[src/rtl/seviye_dugum_uretici.sv]
// seviye_dugum_uretici
// Walks every node of one level of a 0-indexed binary heap and hands the
// node indices out one at a time over a valid/ready handshake.
//
// Level L holds nodes 2^L-1 .. 2^(L+1)-2, which is 2^L nodes in total.
//
// Optional build macro:
//   SEVIYE_TERS_SIRA_EN : when defined, nodes come out in descending order.
//                         Without it they come out in ascending order.
//                         The handshake, the kalan count and the timing are
//                         the same in both builds.
//
// Parameter:
//   DUGUM_W       node-index width; valid levels are 0..DUGUM_W-1 (2..8)
//
// Ports:
//   clk           single clock, rising edge
//   rst           synchronous active-high reset
//   baslat        start request, only looked at while idle
//   seviye        requested tree level, captured together with baslat
//   dugum         current node index
//   dugum_gecerli dugum is valid
//   dugum_hazir   consumer accepts dugum this cycle
//   kalan         nodes still to hand out, current one included
//   mesgul        high while nodes are being handed out
//   bitti         one-cycle pulse after the last transfer
//   hata          one-cycle pulse on a start request with an illegal level
module seviye_dugum_uretici #(
  parameter int DUGUM_W = 4
) (
  input  logic               clk,
  input  logic               rst,
  input  logic               baslat,
  input  logic [2:0]         seviye,
  output logic [DUGUM_W-1:0] dugum,
  output logic               dugum_gecerli,
  input  logic               dugum_hazir,
  output logic [DUGUM_W-1:0] kalan,
  output logic               mesgul,
  output logic               bitti,
  output logic               hata
);

  typedef enum logic [1:0] {
    IDLE = 2'd0,
    EMIT = 2'd1,
    DONE = 2'd2
  } durum_t;

  localparam logic [DUGUM_W-1:0] BIR = {{(DUGUM_W-1){1'b0}}, 1'b1};

  durum_t             r_durum;
  logic [DUGUM_W-1:0] r_dugum;
  logic [DUGUM_W-1:0] r_kalan;
  logic               r_gecerli;
  logic               r_mesgul;
  logic               r_bitti;
  logic               r_hata;

  logic               w_yasal;
  logic [DUGUM_W-1:0] w_adet;
  logic [DUGUM_W-1:0] w_ilk;
  logic [DUGUM_W-1:0] w_sonraki;

  // A level is legal only if its last node still fits in DUGUM_W bits.
  // For every legal level 2^L fits in DUGUM_W bits, so the node count and
  // the first index can be formed at DUGUM_W width without any wrap.
  // The descending start is written as (2^L-1)*2 so the 2^(L+1) term is
  // never formed, keeping the top index at 2^DUGUM_W-2.
  always_comb begin
    w_yasal = (32'(seviye) < DUGUM_W);
    w_adet  = BIR << seviye;
`ifdef SEVIYE_TERS_SIRA_EN
    w_ilk     = (w_adet - BIR) << 1;
    w_sonraki = r_dugum - BIR;
`else
    w_ilk     = w_adet - BIR;
    w_sonraki = r_dugum + BIR;
`endif
  end

  // Single sequencer: loads the level in IDLE, steps one node per accepted
  // transfer in EMIT, spends exactly one cycle in DONE for the bitti pulse.
  // On the last transfer the index is held rather than stepped, so it can
  // never move outside the level (and never reach the all-ones value).
  // bitti and hata default to zero each cycle, which makes them pulses.
  always_ff @(posedge clk) begin
    if (rst) begin
      r_durum   <= IDLE;
      r_dugum   <= '0;
      r_kalan   <= '0;
      r_gecerli <= 1'b0;
      r_mesgul  <= 1'b0;
      r_bitti   <= 1'b0;
      r_hata    <= 1'b0;
    end else begin
      r_bitti <= 1'b0;
      r_hata  <= 1'b0;
      case (r_durum)
        IDLE: begin
          if (baslat) begin
            if (w_yasal) begin
              r_durum   <= EMIT;
              r_dugum   <= w_ilk;
              r_kalan   <= w_adet;
              r_gecerli <= 1'b1;
              r_mesgul  <= 1'b1;
            end else begin
              r_hata <= 1'b1;
            end
          end
        end
        EMIT: begin
          if (dugum_hazir) begin
            r_kalan <= r_kalan - BIR;
            if (r_kalan == BIR) begin
              r_durum   <= DONE;
              r_gecerli <= 1'b0;
              r_mesgul  <= 1'b0;
              r_bitti   <= 1'b1;
            end else begin
              r_dugum <= w_sonraki;
            end
          end
        end
        DONE: begin
          r_durum <= IDLE;
        end
        default: begin
          r_durum <= IDLE;
        end
      endcase
    end
  end

  assign dugum         = r_dugum;
  assign kalan         = r_kalan;
  assign dugum_gecerli = r_gecerli;
  assign mesgul        = r_mesgul;
  assign bitti         = r_bitti;
  assign hata          = r_hata;

endmodule

[config.mk]
export PLATFORM = sky130hd
export DESIGN_NAME = seviye_dugum_uretici
export DESIGN_NICKNAME = d
export VERILOG_FILES = /design/src/rtl/seviye_dugum_uretici.sv
export SDC_FILE = /design/constraint.sdc
export NUM_CORES = 1
export LEC_CHECK = 0
export BUFFER_PORTS_ARGS = -buffer_cell sky130_fd_sc_hd__buf_2
export CORE_MARGIN = 1
export CORE_UTILIZATION = 53
export CTS_CLUSTER_SIZE = 20
export DETAILED_ROUTE_END_ITERATION = 10
export PLACE_DENSITY = 0.85
export SLEW_MARGIN = 20
export SYNTH_ARGS = -nofsm -noshare
export SYNTH_HDL_FRONTEND = slang
export SYNTH_SLANG_ARGS = --single-unit
[constraint.sdc]
create_clock -name clk -period 3.78 [get_ports clk]
set_clock_uncertainty 0.1 [all_clocks]
set_input_delay 1.134 -clock clk [delete_from_list [all_inputs] [get_ports clk]]
set_output_delay 1.134 -clock clk [all_outputs]
set_load 0.05 [all_outputs]
# After elaboration in Yosys (flattened, before gate mapping)

Index checks and enable logic that the tools add are counted.

Shift-type cells: 1
Divide/modulo/power cells: 0
Reduce and logical (&&, ||, !) cells: 8
$add $sub $neg: 3
Order comparisons: 1
Bitwise operators: 4
Multipliers: 0
Eq/ne operators: 7
Mux-type cells: 21

Operators by type and width:

| kind                                              | number |
|---|---|
| 2-to-1 mux 4 bit                                  | 7 |
| one-hot mux 4 bit (2 select lines)                | 2 |
| inequality test 2 bit, second input constant      | 5 |
| AND reduction 5 bit                               | 2 |
| 2-to-1 mux 2 bit                                  | 4 |
| AND reduction 4 bit                               | 2 |
| subtractor 4 x 1 -> 4 bit, second input constant  | 2 |
| 2-to-1 mux 1 bit                                  | 6 |
| OR reduction 3 bit                                | 2 |
| adder 4 x 1 -> 4 bit, second input constant       | 1 |
| == test 4 x 1 -> 1 bit, second input constant     | 1 |
| NOT 1 bit                                         | 4 |
| one-hot mux 2 bit (2 select lines)                | 1 |
| << shifter 1 x 3 -> 4 bit, first input constant   | 1 |
| less-than comparator 3 bit, second input constant | 1 |
| == test 2 x 1 -> 1 bit, second input constant     | 1 |
| logical NOT 2 bit                                 | 1 |
| one-hot mux 1 bit (2 select lines)                | 1 |
| nonzero test 2 bit                                | 1 |

Input port bits: 7
Output and inout port bits: 12
RAM bits: 0
Memories kept: 0
Latch bits: 0
Logic and storage cells: 51
Flip-flop bits (word level): 13
ROM bits: 0

# Logic depth before layout (Yosys ltp)

Depth in word-level cells: 5
Mapped depth: 6
Gate-level depth less buffers: 6

# Least setup slack after synthesis

Ideal clock, no wire load.

Path type: in2reg
Start: input port seviye[2]
End: register r_dugum[2], in the netlist dugum[2]
Required time: 3.563 ns
Library setup time: 0.117 ns
Arrival: 2.234 ns
Slack: 1.329 ns
Path buffers: 0
Cell stages on the path: 5
Cell sequence: or3b_2 > ha_1 > xnor2_1 > nand2_1 > a32o_1

Longest elaborated chain between the ends: 5
Elaborated cells on any way between the ends: 8
Those cells by class: add/sub (1); order compare (1); eq/ne (1); shift (1); mux (3); reduce/logical (1)

Ends and longest elaborated chain:

| item                               | RTL line | source |
|---|---|---|
| from (decl)                        | 34       | `input logic [2:0] seviye,` |
| << shifter 1 x 3 -> 4 bit          | 72       | `w_adet = BIR << seviye;` |
| subtractor 4 x 1 -> 4 bit          | 77       | `w_ilk = w_adet - BIR;` |
| 2-to-1 mux 4 bit                   | 102      | `if (w_yasal) begin` |
| 2-to-1 mux 4 bit                   | 101      | `if (baslat) begin` |
| one-hot mux 4 bit (2 select lines) | 99       | `case (r_durum)` |
| to (signal assigned)               | 104      | `r_dugum <= w_ilk;` |
| to (signal assigned)               | 122      | `r_dugum <= w_sonraki;` |
| to (decl)                          | 53       | `logic [DUGUM_W-1:0] r_dugum;` |

Several ways; a longest one is shown, not always the timed one. The select of a mux whose other input is x is not followed.
A chain may end at the register's enable or synchronous reset.

# Final worst setup path

Ends and elaborated chain as after synthesis.

==> results.md <==
* Status: complete, no violations
* Leak at 0.340 nW
* RSZ-0062 raised after global routing: no
* Number of synthesized register bits at 13
* GR Overflow Total at 0
* Synth Instances at 85
* Seq/Total Area, Yosys at 35.6%
* Max stage delay cell, worst path: or3b_2
* Top cell type's share of synthesized area at 35.6%
* Fraction of registers with async set/reset at 0%
* CP Cell Sequence: buf_2 > or3b_2 > ha_1 > xnor2_1 > nand2_1 > a32o_1
* Final HPWL DP at 1080 um
* Worst-margin pin slew at 0.483 ns
* Hold slack final at 0.392 ns
* Multi-input gate area at 438 um2
* Synth Area in Adders at 6.84%
* CTS tree: built
* Crit Path Category: in2reg
* CTS Buf Count at 3
* Synth area leader: dfxtp_1
* Finish-stage setup viols at 0
* Skew-Pair Late Insertion Delay at 0.28 ns
* Top Ports at 19
* Share of layout cells above drive strength 1 at 25.2%
* DRT antenna net count at 0
* FILL cells at 117
* Vias per Instance at 5.82
* Layout net count at 115
* Maximum capacitance violations at 0
* Vias at 687
* Critical Path AT at 2.42 ns
* Complex-gate fraction of the synthesized area at 20.3%
* Die X-Extent at 39.2 um
* Synth-to-Final Area Change at 14.9%
* Starting Density at 57.0%
* Htree depth at 1
* Tot Pwr at 0.000334 W
* Hold Path Class: reg2reg
* Post-synth EDFFs at 0
* VDD IR-drop max at 0.247 mV
* DRT Wirelength at 1450 um
* Clk buf depth at 2
* Cts hold-fix bufs at 0
* Drt pass-1 iters at 4
* Synth top area cells: dfxtp_1 (36%), ha_1 (6.8%), a21oi_1 (4.8%)
* Register area at 260 um2
* CP endpoint kind: register
* Diodes inserted at 0
* Most common cell after layout, fill and taps aside: buf_2
* Rel. slew slack at 67.3%
* DRC viols at 0
* Buf+Inv Stages, Crit Path at 1
* Clk root buf: clkbuf_4
* Reg2reg setup slack at 1.96 ns
* Avg Inst Size Synth at 8.61 um2
* Post-CTS Resized at 0
* CP delay by family, top: simple AND/OR/NAND/NOR gates
* Largest net degree at the start of global routing at 16
* Fmax at 0.426 GHz
* XOR/XNOR Fraction of Synth Area at 1.20%
* Post-CTS Setup Inserts at 0
* Most frequent cells in the layout: buf_2 (18), dfxtp_1 (13), a21oi_1 (7)
* Pwr/cell area at 397 nW/um2
* I/O Buffers at 18
* CP max FO at 7
* Tmin final at 2.35 ns
* Final period util at 62.1%
* Post-DR wirelength/cell at 12.3 um
* Prevailing post-synth register cell: dfxtp_1
* Multiplexer share of the synthesized area at 0%
* Vias in the first global route at 517
* Critical path required time at 3.85 ns
* Total GRT Usage at 22.2%
* Yosys warns at 0
* DR iter-0 viols at 16
* Initial antenna violation count at 0
* Cell area after synthesis at 732 um2
* Synth Net Count at 96
* Die Ht at 39.2 um
* Core Area at 1280 um2
* Fin Setup TNS at 0 ns
* Max-slew violation count at 0
* Global-route wire length before repair at 2260 um
* Clock sink count at 13
* Largest family of logic cells by synthesized area: simple AND/OR/NAND/NOR gates
* Simple-Gate Fraction of Synth Area at 31.5%
* Clk slew on worst S/H paths at 0.08 ns
* Crit-path max cell delay at 0.48 ns
* Fin. Hold Viols at 0
* Rows at 13
* RD Place Congestion at 0.822
* Synth cell types at 32
* Startpoint types: input pin
* Die area at 1530 um2
-- worst reg2reg max path, stage by stage (launching register included) --
cell	delay, ns
dfxtp_1	0.39
or4b_4	0.61
a21oi_4	0.26
o21ai_0	0.14
a32o_1	0.22
-- registers in the layout (all words and copies together) (netlist names) --
register and count:
kalan 4, bitti 1, r_durum 2, dugum 4, mesgul 1, hata 1
-- Yosys cell counts, types with 2 or more instances --
cell type  number
a21oi_1         7
o21ai_0         5
nor2_1          6
inv_1           2
nor2b_1         2
a211oi_1        3
or2b_1          2
nor3_1          6
dfxtp_1        13
ha_1            4
a311oi_1        2
nand2b_1        3
nand2_1         6
nor3b_1         3
clkbuf_1        2
nand3_1         3
-- logic make-up after synthesis --
group / count (synthesis)
buffers and inverters: 6
flip-flops: 13
adder cells (fa/ha/maj): 4
AND/OR/NAND/NOR: 39
AO/OA/AOI/OAI: 22
XOR/XNOR: 1
-- path summary, 6_finish.rpt --
kind,startpoint,endpoint,depth (start not counted)
worst max register to register,r_durum[0]$_SDFFE_PP0P_,dugum[2]$_SDFFE_PP0P_,4
worst max-delay path,seviye[2],dugum[2]$_SDFFE_PP0P_,6
worst min register to register,mesgul$_SDFFE_PP0P_,mesgul$_SDFFE_PP0P_,2
worst min-delay path,mesgul$_SDFFE_PP0P_,mesgul$_SDFFE_PP0P_,2
-- metal layers --
| layer | routed length [um] | track usage [%] |
|---|---|---|
| met2 | 660 | 31.3 |
| met5 | 0 | 0 |
| met3 | 71 | 3.47 |
| met4 | 38 | 15.5 |
| met1 | 680 | 30.2 |
-- stage by stage --
stage                     util (%)  setup slack [ns]  cells  area [um2]
final                         65.4              1.43    118         841
after floorplan                  -              1.33     85         732
after global placement        63.4              1.17    114         815
after detailed placement      63.4              1.14    114         815
after global routing          65.4              1.37    118         841
after CTS                     65.4              1.44    118         841
-- where the power goes --
part / internal (W) / switching, W
Clock: 0.0000410 / 0.0000459
Sequential: 0.000146 / 0.00000924
Combinational: 0.0000301 / 0.0000623
-- cell type report --
type / count / area share, %
flip-flops and latches: 13 / 31.0
inverters: 2 / 0.893
repair buffers: 18 / 10.7
multi-input cells: 66 / 52.1
well taps: 15 / 2.23
clock buffers: 4 / 3.13
No activity file was read; power rests on OpenSTA's default activity.
